[src/rtl/i2s_clkws_gen_mc.sv]
// Multi-channel I2S/TDM serial clock and word-select generator.
// Each channel divides the system clock into SCK, tracks the bit position inside a
// frame of (S+1)*(W+1) bits and drives WS in 50% or pulse (TDM/DSP) form, optionally
// leading the data by one bit (I2S). Configuration is shadowed at frame boundaries,
// so mid-frame changes and disables take effect only once the current frame completes.
//
// Ports (all vectors are per channel, channel n in slice n):
//   clk_i            system clock
//   rst_i            asynchronous active-high reset
//   cfg_en_i         channel enable
//   cfg_div_i        divider D, SCK period = 2*(D+1) clk
//   cfg_word_size_i  bits per word minus 1 (S)
//   cfg_word_num_i   words per frame minus 1 (W)
//   cfg_ws_pulse_i   1 = one-bit WS pulse at frame start, 0 = 50% WS
//   cfg_ws_dly_i     1 = WS leads data by one bit
//   cfg_sync_i       1 = take SCK from channel 0 (bit 0 ignored)
//   sck_o            serial clock
//   ws_o             word select
//   sck_rise_o       strobe in the first cycle SCK is high
//   sck_fall_o       strobe in the first cycle SCK is low after being high
//   frame_o          strobe in the first cycle of a frame (bit position 0)
//   busy_o           channel running
module i2s_clkws_gen_mc #(
   parameter int unsigned NUM_CH = 2,
   parameter int unsigned DIV_W  = 16,
   parameter int unsigned WSZ_W  = 5,
   parameter int unsigned WNUM_W = 3
) (
   input  logic                       clk_i,
   input  logic                       rst_i,
   input  logic [NUM_CH-1:0]          cfg_en_i,
   input  logic [NUM_CH*DIV_W-1:0]    cfg_div_i,
   input  logic [NUM_CH*WSZ_W-1:0]    cfg_word_size_i,
   input  logic [NUM_CH*WNUM_W-1:0]   cfg_word_num_i,
   input  logic [NUM_CH-1:0]          cfg_ws_pulse_i,
   input  logic [NUM_CH-1:0]          cfg_ws_dly_i,
   input  logic [NUM_CH-1:0]          cfg_sync_i,
   output logic [NUM_CH-1:0]          sck_o,
   output logic [NUM_CH-1:0]          ws_o,
   output logic [NUM_CH-1:0]          sck_rise_o,
   output logic [NUM_CH-1:0]          sck_fall_o,
   output logic [NUM_CH-1:0]          frame_o,
   output logic [NUM_CH-1:0]          busy_o
);

   localparam logic [0:0] ST_IDLE = 1'b0;
   localparam logic [0:0] ST_RUN  = 1'b1;

   // WS level for bit (b_in, w_in); with dly set, the level of the following bit,
   // wrapping into the next frame (where the single-word 50% phase flips).
   function automatic logic ws_calc(input logic [WSZ_W-1:0]  b_in,
                                    input logic [WNUM_W-1:0] w_in,
                                    input logic [WSZ_W-1:0]  s,
                                    input logic [WNUM_W-1:0] w,
                                    input logic              pulse,
                                    input logic              ph_in,
                                    input logic              dly);
      logic [WSZ_W-1:0]  b;
      logic [WNUM_W-1:0] wd;
      logic              ph;
      b  = b_in;
      wd = w_in;
      ph = ph_in;
      if (dly) begin
         if (b == s && wd == w) begin
            b  = '0;
            wd = '0;
            ph = ~ph;
         end else if (b == s) begin
            b  = '0;
            wd = wd + 1'b1;
         end else begin
            b = b + 1'b1;
         end
      end
      if (pulse)         return (b == '0) && (wd == '0);
      else if (w == '0)  return ph;
      else               return wd > (w >> 1);
   endfunction

   logic unused_sync0;
   assign unused_sync0 = cfg_sync_i[0];

   for (genvar g = 0; g < NUM_CH; g++) begin : g_ch
      logic [0:0]        state_q, state_d;
      logic [DIV_W-1:0]  div_cnt_q, div_cnt_d, div_sh_q, div_sh_d;
      logic [WSZ_W-1:0]  bit_cnt_q, bit_cnt_d, wsz_sh_q, wsz_sh_d;
      logic [WNUM_W-1:0] word_cnt_q, word_cnt_d, wnum_sh_q, wnum_sh_d;
      logic              pulse_sh_q, pulse_sh_d, dly_sh_q, dly_sh_d, ph_q, ph_d;
      logic              sck_q, sck_d, ws_q, ws_d, rise_q, rise_d;
      logic              fall_q, fall_d, frame_q, frame_d;
      logic              sync_mode, fall_evt;
      logic [DIV_W-1:0]  c_div;
      logic [WSZ_W-1:0]  c_wsz;
      logic [WNUM_W-1:0] c_wnum;

      assign c_div     = cfg_div_i[g*DIV_W +: DIV_W];
      assign c_wsz     = cfg_word_size_i[g*WSZ_W +: WSZ_W];
      assign c_wnum    = cfg_word_num_i[g*WNUM_W +: WNUM_W];
      assign sync_mode = (g != 0) && cfg_sync_i[g];

      always_comb begin
         state_d    = state_q;
         div_cnt_d  = div_cnt_q;
         bit_cnt_d  = bit_cnt_q;
         word_cnt_d = word_cnt_q;
         div_sh_d   = div_sh_q;
         wsz_sh_d   = wsz_sh_q;
         wnum_sh_d  = wnum_sh_q;
         pulse_sh_d = pulse_sh_q;
         dly_sh_d   = dly_sh_q;
         ph_d       = ph_q;
         sck_d      = sck_q;
         ws_d       = ws_q;
         rise_d     = 1'b0;
         fall_d     = 1'b0;
         frame_d    = 1'b0;
         fall_evt   = 1'b0;
         unique case (state_q)
            ST_IDLE: begin
               sck_d = 1'b0;
               ws_d  = 1'b0;
               // A synced channel may only start on channel 0's frame start.
               if (cfg_en_i[g] && (!sync_mode || frame_o[0])) begin
                  state_d    = ST_RUN;
                  div_sh_d   = c_div;
                  wsz_sh_d   = c_wsz;
                  wnum_sh_d  = c_wnum;
                  pulse_sh_d = cfg_ws_pulse_i[g];
                  dly_sh_d   = cfg_ws_dly_i[g];
                  div_cnt_d  = '0;
                  bit_cnt_d  = '0;
                  word_cnt_d = '0;
                  ph_d       = 1'b0;
                  frame_d    = 1'b1;
                  ws_d       = ws_calc('0, '0, c_wsz, c_wnum, cfg_ws_pulse_i[g], 1'b0,
                                       cfg_ws_dly_i[g]);
               end
            end
            ST_RUN: begin
               if (sync_mode) begin
                  sck_d    = sck_o[0];
                  rise_d   = sck_rise_o[0];
                  fall_d   = sck_fall_o[0];
                  fall_evt = sck_fall_o[0];
               end else if (div_cnt_q == div_sh_q) begin
                  div_cnt_d = '0;
                  sck_d     = ~sck_q;
                  rise_d    = ~sck_q;
                  fall_d    = sck_q;
                  fall_evt  = sck_q;
               end else begin
                  div_cnt_d = div_cnt_q + 1'b1;
               end
               if (fall_evt) begin
                  if (bit_cnt_q == wsz_sh_q && word_cnt_q == wnum_sh_q) begin
                     bit_cnt_d  = '0;
                     word_cnt_d = '0;
                     div_cnt_d  = '0;
                     if (cfg_en_i[g]) begin
                        div_sh_d   = c_div;
                        wsz_sh_d   = c_wsz;
                        wnum_sh_d  = c_wnum;
                        pulse_sh_d = cfg_ws_pulse_i[g];
                        dly_sh_d   = cfg_ws_dly_i[g];
                        ph_d       = ~ph_q;
                        frame_d    = 1'b1;
                        ws_d       = ws_calc('0, '0, c_wsz, c_wnum, cfg_ws_pulse_i[g], ~ph_q,
                                             cfg_ws_dly_i[g]);
                     end else begin
                        state_d = ST_IDLE;
                        sck_d   = 1'b0;
                        ws_d    = 1'b0;
                     end
                  end else begin
                     if (bit_cnt_q == wsz_sh_q) begin
                        bit_cnt_d  = '0;
                        word_cnt_d = word_cnt_q + 1'b1;
                     end else begin
                        bit_cnt_d = bit_cnt_q + 1'b1;
                     end
                     ws_d = ws_calc(bit_cnt_d, word_cnt_d, wsz_sh_q, wnum_sh_q, pulse_sh_q, ph_q,
                                    dly_sh_q);
                  end
               end
            end
            default: state_d = ST_IDLE;
         endcase
      end

      always_ff @(posedge clk_i or posedge rst_i) begin
         if (rst_i) begin
            state_q    <= ST_IDLE;
            div_cnt_q  <= '0;
            bit_cnt_q  <= '0;
            word_cnt_q <= '0;
            div_sh_q   <= '0;
            wsz_sh_q   <= '0;
            wnum_sh_q  <= '0;
            pulse_sh_q <= 1'b0;
            dly_sh_q   <= 1'b0;
            ph_q       <= 1'b0;
            sck_q      <= 1'b0;
            ws_q       <= 1'b0;
            rise_q     <= 1'b0;
            fall_q     <= 1'b0;
            frame_q    <= 1'b0;
         end else begin
            state_q    <= state_d;
            div_cnt_q  <= div_cnt_d;
            bit_cnt_q  <= bit_cnt_d;
            word_cnt_q <= word_cnt_d;
            div_sh_q   <= div_sh_d;
            wsz_sh_q   <= wsz_sh_d;
            wnum_sh_q  <= wnum_sh_d;
            pulse_sh_q <= pulse_sh_d;
            dly_sh_q   <= dly_sh_d;
            ph_q       <= ph_d;
            sck_q      <= sck_d;
            ws_q       <= ws_d;
            rise_q     <= rise_d;
            fall_q     <= fall_d;
            frame_q    <= frame_d;
         end
      end

      assign sck_o[g]      = sck_q;
      assign ws_o[g]       = ws_q;
      assign sck_rise_o[g] = rise_q;
      assign sck_fall_o[g] = fall_q;
      assign frame_o[g]    = frame_q;
      assign busy_o[g]     = (state_q == ST_RUN);
   end

endmodule
[config.mk]
export PLATFORM = sky130hd
export DESIGN_NAME = i2s_clkws_gen_mc
export DESIGN_NICKNAME = d
export VERILOG_FILES = /design/src/rtl/i2s_clkws_gen_mc.sv
export SDC_FILE = /design/constraint.sdc
export NUM_CORES = 1
export LEC_CHECK = 0
export ABC_AREA = 1
export CAP_MARGIN = 20
export CORE_ASPECT_RATIO = 1.25
export CORE_MARGIN = 2
export CORE_UTILIZATION = 58
export CTS_CLUSTER_SIZE = 8
export DETAILED_ROUTE_END_ITERATION = 12
export GPL_ROUTABILITY_DRIVEN = 0
export PLACE_DENSITY = 0.81
export RECOVER_POWER = 100
export SKIP_LAST_GASP = 1
export SYNTH_ARGS = -nofsm -noshare
export SYNTH_HDL_FRONTEND = slang
export SYNTH_SLANG_ARGS = --single-unit
[constraint.sdc]
create_clock -name clk_i -period 5.7 [get_ports clk_i]
set_clock_uncertainty 0.15 [all_clocks]
set_input_delay 1.14 -clock clk_i [delete_from_list [all_inputs] [get_ports clk_i]]
set_output_delay 1.14 -clock clk_i [all_outputs]
set_load 0.01 [all_outputs]
==> results of run 1 <==
==> cells by family (layout without fill, tap and decap cells) <==
logic type / Yosys count / in the layout
fa+ha+maj: 20 / 20
mux: 1 / 1
buf+inv: 141 / 216
xor+xnor: 72 / 72
flops: 114 / 114
compound gates: 112 / 112
simple gates: 443 / 443
==> worst paths after layout <==
| check | from | endpoint | slack (ns) | cells after the start |
|---|---|---|---|---|
| setup / recovery | cfg_sync_i[1] | g_ch[1].pulse_sh_q$_DFFE_PP0P_ | 1.66 | 8 |
| hold / removal | g_ch[0].div_sh_q[3]$_DFFE_PP0P_ | g_ch[0].div_sh_q[3]$_DFFE_PP0P_ | 0.34 | 2 |
| setup reg to reg | g_ch[0].div_cnt_q[7]$_DFFE_PP0P_ | g_ch[0].div_sh_q[12]$_DFFE_PP0P_ | 2.08 | 12 |
| hold reg to reg | g_ch[0].div_sh_q[3]$_DFFE_PP0P_ | g_ch[0].div_sh_q[3]$_DFFE_PP0P_ | 0.34 | 2 |
| max in group asynchronous | rst_i | g_ch[1].word_cnt_q[0]$_DFFE_PP0P_ | 1.87 | 3 |
| min in group asynchronous | rst_i | g_ch[1].div_sh_q[5]$_DFFE_PP0P_ | 1.46 | 2 |
==> power by group through the flow <==
| stage | sequential (mW) | clock [mW] | combinational (mW) |
|---|---|---|---|
| 2_1_floorplan | 1.18 | 0 | 0.865 |
| 3_3_place_gp | 1.23 | 0 | 1.02 |
| 3_5_place_dp | 1.23 | 0 | 1.06 |
| 4_1_cts | 1.23 | 1.04 | 1.08 |
| 5_1_grt | 1.26 | 1.08 | 1.25 |
| 6_report | 1.23 | 1.03 | 1.08 |
==> worst register-to-register path: cells and delay by family (launching register included) <==
family                   cells  cell delay [ns]
XOR/XNOR                     1             0.18
flip-flops                   1             0.42
AND/OR/NAND/NOR              6             1.26
AO/OA/AOI/OAI                2             0.25
adder cells (fa/ha/maj)      1             0.25
buffers and inverters        2             1.00
==> cell type report <==
class,count,area share
Multi-Input combinational cell,648,0.419
Sequential cell,114,0.349
Timing Repair Buffer,73,0.0864
Clock buffer,20,0.0558
Inverter,113,0.0520
Tap cell,161,0.0246
Clock inverter,10,0.0136
==> sequential cells by signal (all words and copies together), names as in the netlist <==
name	flops
g_ch.dly_sh_q	2
g_ch.frame_q	2
g_ch.ph_q	2
g_ch.ws_q	2
g_ch.bit_cnt_q	10
g_ch.fall_q	2
g_ch.state_q	2
g_ch.sck_q	2
g_ch.div_cnt_q	32
g_ch.rise_q	2
g_ch.wnum_sh_q	6
g_ch.word_cnt_q	6
g_ch.pulse_sh_q	2
g_ch.div_sh_q	32
g_ch.wsz_sh_q	10
==> through the flow <==
stage,std cells,power (mW),hold slack [ns],setup WS [ns],util
floorplan,903,2.05,0.304,1.39,-
global placement,1109,2.25,0.328,1.70,0.657
detailed placement,1109,2.29,0.330,1.71,0.657
CTS,1139,3.35,0.343,2.10,0.706
global route,1139,3.59,0.366,1.27,0.704
finish,1139,3.34,0.340,1.66,0.704
==> layout by cell type, fill, tap and decap left out, types with 3 or more instances in the layout <==
master / n
sky130_fd_sc_hd__nand2_1: 253
sky130_fd_sc_hd__dfrtp_1: 114
sky130_fd_sc_hd__inv_1: 109
sky130_fd_sc_hd__nor2_1: 86
sky130_fd_sc_hd__clkdlybuf4s50_1: 54
sky130_fd_sc_hd__xor2_1: 52
sky130_fd_sc_hd__o21ai_0: 51
sky130_fd_sc_hd__nand3_1: 48
sky130_fd_sc_hd__nor3_1: 23
sky130_fd_sc_hd__ha_1: 20
sky130_fd_sc_hd__xnor2_1: 19
sky130_fd_sc_hd__o22ai_1: 17
sky130_fd_sc_hd__clkbuf_16: 17
sky130_fd_sc_hd__dlygate4sd3_1: 14
sky130_fd_sc_hd__a21oi_1: 13
sky130_fd_sc_hd__o21ai_1: 8
sky130_fd_sc_hd__nor4_1: 6
sky130_fd_sc_hd__nand4_1: 6
sky130_fd_sc_hd__nand2_2: 4
sky130_fd_sc_hd__o21bai_1: 4
sky130_fd_sc_hd__clkinv_2: 4
sky130_fd_sc_hd__clkbuf_1: 4
sky130_fd_sc_hd__a22o_1: 3
sky130_fd_sc_hd__nand3_2: 3
sky130_fd_sc_hd__o21ai_2: 3
sky130_fd_sc_hd__a21oi_2: 3
sky130_fd_sc_hd__nor2_2: 3
sky130_fd_sc_hd__clkinvlp_4: 3
==> layer usage <==
metal  track usage  wire length, um  vias up
met5             0                0        -
met4         0.105              433        0
met3        0.0522              875       36
met2         0.431             7670      193
met1         0.338             6680     2795
li1              -                -     3021
==> results.sh, run 1 <==
export IMPL_outcome="complete, but fails checks"
export IMPL_slew_viol_final=73
export IMPL_place_area_um2=7630
export IMPL_antenna_violating_nets_post_route=0
export IMPL_wl_um=15700
export IMPL_timing_worst_slew_pin_value_ns=1.76
export IMPL_worst_ir_drop_vdd_uv=205
export IMPL_critPathCaptureType="register"
export IMPL_arithmetic_cell_share_of_the_synthesized_area_counting_full_adders_half_adders_and_majority_gates=0.0363
export IMPL_worstPathCellList="dlygate4sd3_1, inv_1, or2_2, o21ai_0, inv_1, a21oi_1, clkbuf_1, o21ai_0"
export IMPL_cp_start_kind="input port"
export IMPL_power_switching_share=0.365
export IMPL_detail_route_first_pass_iterations=5
export IMPL_hp_class="reg2reg"
export IMPL_pwr_density_cell_nw_per_um2=408
export IMPL_most_repeated_cell_in_the_gate_level_netlist_after_synthesis="sky130_fd_sc_hd__nand2_1"
export IMPL_finalWorstPathRequiredPeriod_ns=4.04
export IMPL_drcViolationCount=0
export IMPL_power_share_combinational=0.324
export IMPL_maxCapViolations=2
export IMPL_unrepaired_setup_endpoints_after_global_routing="no"
export IMPL_final_net_count=1045
export IMPL_seqCellArea_um2=2850
export IMPL_synth_mux_area_frac=0.00145
export IMPL_fin_area_um2=8180
export IMPL_synth_seq_area_share=0.413
export IMPL_layout_area_overhead_vs_synth_pct=18.6
export IMPL_leakage_nw=4.11
export IMPL_share_of_layout_cells_above_drive_strength_1=0.0573
export IMPL_root_buffer="sky130_fd_sc_hd__clkbuf_16"
export IMPL_first_global_vias=5831
export IMPL_fp_dieArea_um2=12800
export IMPL_largest_stage_delay_on_the_critical_path_ns=0.91
export IMPL_worst_endpoint_required_ns=5.79
export IMPL_power_report_internal_total_mw=2.12
export IMPL_post_synth_top_area_fraction=0.413
export IMPL_postCtsSetupRepairBufs=0
export IMPL_critical_path_buf_inv_count=4
export IMPL_critical_path_slowest_cell="sky130_fd_sc_hd__clkbuf_1"
export IMPL_numCtsBuffers=17
export IMPL_critical_path_arrival_ns=4.13
export IMPL_finalSetupTns_ns=0
export IMPL_synth_top_cells_by_area="sky130_fd_sc_hd__dfrtp_1, sky130_fd_sc_hd__nand2_1, sky130_fd_sc_hd__xor2_1"
export IMPL_h_tree_depth=4
export IMPL_clk_transition_reported_paths_ns=0.05
export IMPL_crit_fanout=26
export IMPL_grtUsageTotal=0.262
export IMPL_initialDrtViolationCount=332
export IMPL_syn_avg_cell_area_um2=7.64
export IMPL_yosysWarnings=0
export IMPL_synth_async_sr_flop_share=1.00
export IMPL_wl_per_cell_um=13.7
export IMPL_synthesis_nets=981
export IMPL_total_gr_overflow=0
export IMPL_dieHeight_um=126
export IMPL_report_final_setup_viol=0
export IMPL_fillers=930
export IMPL_synth_cells_most_frequent="sky130_fd_sc_hd__nand2_1, sky130_fd_sc_hd__dfrtp_1, sky130_fd_sc_hd__inv_1"
export IMPL_synthXorXnorAreaFrac=0.0925
export IMPL_power_net_switching_mw=1.22
export IMPL_multi_input_comb_area_um2=3420
export IMPL_p_seq_frac=0.369
export IMPL_synth_top_family_by_area="simple AND/OR/NAND/NOR gates"
export IMPL_io_pin_count=70
export IMPL_p_clk_frac=0.308
export IMPL_dieWidth_um=102
export IMPL_dp_hpwl_um=10900
export IMPL_dr_total_vias=6045
export IMPL_min_period_over_period=0.708
export IMPL_core_region_area_um2=11600
export IMPL_first_pass_grt_wire_length_um=26800
export IMPL_floorplan_rows=44
export IMPL_insertedDiodeCount=0
export IMPL_synth_cell_area_um2=6900
export IMPL_floorplan_initialDensity=0.594
export IMPL_detail_route_vias_per_cell=5.31
export IMPL_ys_seq_elements=114
export IMPL_clk_path_buf_depth=2
export IMPL_synth_compound_area_share=0.0958
export IMPL_netlist_instances=903
export IMPL_critPathKind="in2reg"
export IMPL_synth_edf_count=0
export IMPL_dominantRegCellSynth="sky130_fd_sc_hd__dfrtp_1"
export IMPL_number_of_antenna_violations_at_the_first_check_in_global_routing=0
export IMPL_finalHoldViolCount=0
export IMPL_cts_tree="yes"
export IMPL_clock_fmax_mhz=248
export IMPL_cts_repair_resize_count=0
export IMPL_crit_path_max_delay_family="buffers and inverters"
export IMPL_grt_max_degree=46
export IMPL_synth_simple_gate_area_frac=0.272
export IMPL_slew_limit_headroom=-0.181
export IMPL_synth_distinct_cells=46
export IMPL_cts_sink_count=114
export IMPL_failing_checks="capacitance limit, slew limit"
export IMPL_cts_hold_buffers=0
export IMPL_yosys_area_top_type="sky130_fd_sc_hd__dfrtp_1"
export IMPL_clock_latency_reported_for_the_late_side_of_the_worst_skew_pair_ns=0.42
export IMPL_port_buffers=68
(Power assumes the default switching activity.)
==> run 2, diff against run 1 <==
--- a/config.mk
+++ b/config.mk
@@ -9,11 +9,11 @@
 export CAP_MARGIN = 20
 export CORE_ASPECT_RATIO = 1.25
 export CORE_MARGIN = 2
-export CORE_UTILIZATION = 58
+export CORE_UTILIZATION = 52
 export CTS_CLUSTER_SIZE = 8
 export DETAILED_ROUTE_END_ITERATION = 12
 export GPL_ROUTABILITY_DRIVEN = 0
-export PLACE_DENSITY = 0.81
+export PLACE_DENSITY = 0.77
 export RECOVER_POWER = 100
 export SKIP_LAST_GASP = 1
 export SYNTH_ARGS = -nofsm -noshare
==> constraint.sdc (replaced) <==
create_clock -name clk_i -period 3.25 [get_ports clk_i]
set_clock_uncertainty 0.15 [all_clocks]
set_input_delay 0.65 -clock clk_i [delete_from_list [all_inputs] [get_ports clk_i]]
set_output_delay 0.65 -clock clk_i [all_outputs]
set_load 0.01 [all_outputs]
==> results.sh, run 2 (same netlist as run 1, synthesis figures left out) <==
export IMPL_power_share_combinational=0.340
export IMPL_initialDrtViolationCount=255
export IMPL_share_of_layout_cells_above_drive_strength_1=0.0706
export IMPL_place_detailed_instances=1133
export IMPL_total_gr_overflow=0
export IMPL_dp_hpwl_um=11400
export IMPL_clock_latency_reported_for_the_late_side_of_the_worst_skew_pair_ns=0.42
export IMPL_grt_max_degree=30
export IMPL_cts_tree="yes"
export IMPL_layout_setup_ws_ns=0.247
export IMPL_critPathCaptureType="register"
export IMPL_hp_class="reg2reg"
export IMPL_power_switching_share=0.364
export IMPL_detail_route_vias_per_cell=5.18
export IMPL_min_period_over_period=0.924
export IMPL_largest_stage_delay_on_the_critical_path_ns=0.41
export IMPL_finalNonFillerCells=1163
export IMPL_number_of_antenna_violations_at_the_first_check_in_global_routing=1
export IMPL_fp_dieArea_um2=14200
export IMPL_worst_endpoint_required_ns=3.40
export IMPL_timing_worst_slew_pin_value_ns=1.56
export IMPL_pwr_density_cell_nw_per_um2=699
export IMPL_grtUsageTotal=0.230
export IMPL_hp_start="g_ch[0].ws_q$_DFFE_PP0N_"
export IMPL_first_global_vias=5878
export IMPL_numCtsBuffers=17
export IMPL_floorplan_initialDensity=0.526
export IMPL_clk_transition_reported_paths_ns=0.05
export IMPL_unrepaired_setup_endpoints_after_global_routing="yes"
export IMPL_crit_path_max_delay_family="simple AND/OR/NAND/NOR gates"
export IMPL_p_clk_frac=0.289
export IMPL_finalHoldViolCount=0
export IMPL_io_pin_count=70
export IMPL_p_seq_frac=0.370
export IMPL_fin_total_pwr_mw=5.79
export IMPL_clk_path_buf_depth=2
export IMPL_worst_setup_path_startpoint="g_ch[0].bit_cnt_q[0]$_DFFE_PP0P_"
export IMPL_drcViolationCount=0
export IMPL_cp_start_kind="register"
export IMPL_maxCapViolations=1
export IMPL_slew_viol_final=30
export IMPL_wl_met2_um=7730
export IMPL_first_pass_grt_wire_length_um=26100
export IMPL_dieWidth_um=107
export IMPL_slew_limit_headroom=-0.0409
export IMPL_failing_checks="capacitance limit, slew limit"
export IMPL_power_net_switching_mw=2.11
export IMPL_wl_um=15400
export IMPL_biggestRegsByFlops="g_ch.div_cnt_q (32), g_ch.div_sh_q (32)"
export IMPL_worst_ir_drop_vdd_uv=392
export IMPL_worstReg2RegStart="g_ch[0].bit_cnt_q[0]$_DFFE_PP0P_"
export IMPL_core_region_area_um2=13100
export IMPL_clock_fmax_mhz=333
export IMPL_routedLengthMet1_um=6600
export IMPL_layout_cells_most_common_list="sky130_fd_sc_hd__nand2_1, sky130_fd_sc_hd__dfrtp_1, sky130_fd_sc_hd__inv_1, sky130_fd_sc_hd__nor2_1, sky130_fd_sc_hd__clkdlybuf4s50_1"
export IMPL_wl_per_cell_um=13.2
export IMPL_root_buffer="sky130_fd_sc_hd__clkbuf_16"
export IMPL_dieHeight_um=133
export IMPL_layout_cells_most_common="sky130_fd_sc_hd__nand2_1"
export IMPL_layout_area_overhead_vs_synth_pct=20.1
export IMPL_cts_sink_count=114
export IMPL_finalWorstPathRequiredPeriod_ns=3.00
export IMPL_critical_path_buf_inv_count=1
export IMPL_report_final_setup_viol=0
export IMPL_critPathKind="reg2reg"
export IMPL_antenna_violating_nets_post_route=0
export IMPL_leakage_nw=4.17
export IMPL_final_net_count=1059
export IMPL_pre_cts_ws_ns=0.175
export IMPL_floorplan_rows=47
export IMPL_insertedDiodeCount=0
export IMPL_dr_total_vias=6027
export IMPL_route_met3_wl_um=756
export IMPL_h_tree_depth=4
export IMPL_critical_path_arrival_ns=3.16
export IMPL_outcome="complete, but fails checks"
export IMPL_critPathMostFrequentCell="sky130_fd_sc_hd__nand2_1"
export IMPL_detail_route_first_pass_iterations=5
export IMPL_worstPathCellList="nor2_1, nor2_1, nor3_2, nand3_4, nand2_1, xor2_2, nand3_2, nor2_4, nand2_1, o21ai_2, ha_1, inv_1, o21bai_1, a21oi_1, nand2_1, nand3b_1, nand2_1, nand2_1, nand2_1"
export IMPL_crit_fanout=15
export IMPL_critical_path_slowest_cell="sky130_fd_sc_hd__dfrtp_1"
export IMPL_top_layer="met5"
export IMPL_power_report_internal_total_mw=3.68
export IMPL_port_buffers=68
## run 2: what timing repair did
item,4_1_cts,5_1_grt
buffers inserted,0,0
setup endpoints to repair,0,7
gates resized for setup,0,6
hold buffers,0,0
## run 2: per-stage QoR
| step | hold WS (ns) | utilization | setup TNS [ns] | area [um^2] |
|---|---|---|---|---|
| 3_5_place_dp | 0.329 | 0.593 | 0 | 7780 |
| 5_1_grt | 0.357 | 0.632 | -0.0670 | 8290 |
| 6_report | 0.328 | 0.632 | 0 | 8290 |
| 3_3_place_gp | 0.323 | 0.593 | 0 | 7780 |
| 4_1_cts | 0.341 | 0.634 | 0 | 8310 |
| 2_1_floorplan | 0.304 | - | 0 | 6900 |
## run 2: path summary, 6_finish.rpt
path	endpoint	slack, ns	depth (start not counted)
setup reg to reg	g_ch[0].ws_q$_DFFE_PP0N_	0.25	19
hold / removal	g_ch[0].ws_q$_DFFE_PP0N_	0.33	2
max in group asynchronous	g_ch[1].div_sh_q[13]$_DFFE_PP0P_	0.52	3
min in group asynchronous	g_ch[1].bit_cnt_q[3]$_DFFE_PP0P_	0.59	2
setup / recovery	g_ch[0].ws_q$_DFFE_PP0N_	0.25	19
hold reg to reg	g_ch[0].ws_q$_DFFE_PP0N_	0.33	2
## run 2: power groups by stage
| stage | Sequential (mW) | Clock [mW] | Combinational [mW] |
|---|---|---|---|
| after floorplan | 2.07 | 0 | 1.52 |
| after global placement | 2.15 | 0 | 1.86 |
| after detailed placement | 2.15 | 0 | 1.92 |
| after CTS | 2.14 | 1.71 | 1.95 |
| after global routing | 2.19 | 1.76 | 2.26 |
| final | 2.15 | 1.68 | 1.97 |
## run 2: routing by layer
layer,global-route usage,vias up
met5,0,-
met4,0.0931,2
met3,0.0547,31
met2,0.400,142
met1,0.272,2806
li1,-,3046
## run 2: cell type report
| cell class | count | area, um^2 |
|---|---|---|
| Timing Repair Buffer | 87 | 796 |
| Sequential cell | 114 | 2850 |
| Clock buffer | 25 | 505 |
| Clock inverter | 5 | 27.5 |
| Tap cell | 171 | 214 |
| Fill cell | 1144 | 4830 |
| Multi-Input combinational cell | 648 | 3460 |
| Inverter | 113 | 425 |
## run 2: worst reg2reg max path: stages, from the launching register on
cell and delay (ns):
sky130_fd_sc_hd__dfrtp_1 0.41, sky130_fd_sc_hd__nor2_1 0.14, sky130_fd_sc_hd__nor2_1 0.07, sky130_fd_sc_hd__nor3_2 0.17, sky130_fd_sc_hd__nand3_4 0.21, sky130_fd_sc_hd__nand2_1 0.24, sky130_fd_sc_hd__xor2_2 0.22, sky130_fd_sc_hd__nand3_2 0.12
sky130_fd_sc_hd__nor2_4 0.16, sky130_fd_sc_hd__nand2_1 0.09, sky130_fd_sc_hd__o21ai_2 0.07, sky130_fd_sc_hd__ha_1 0.26, sky130_fd_sc_hd__inv_1 0.06, sky130_fd_sc_hd__o21bai_1 0.06, sky130_fd_sc_hd__a21oi_1 0.13, sky130_fd_sc_hd__nand2_1 0.07
sky130_fd_sc_hd__nand3b_1 0.08, sky130_fd_sc_hd__nand2_1 0.05, sky130_fd_sc_hd__nand2_1 0.07, sky130_fd_sc_hd__nand2_1 0.05
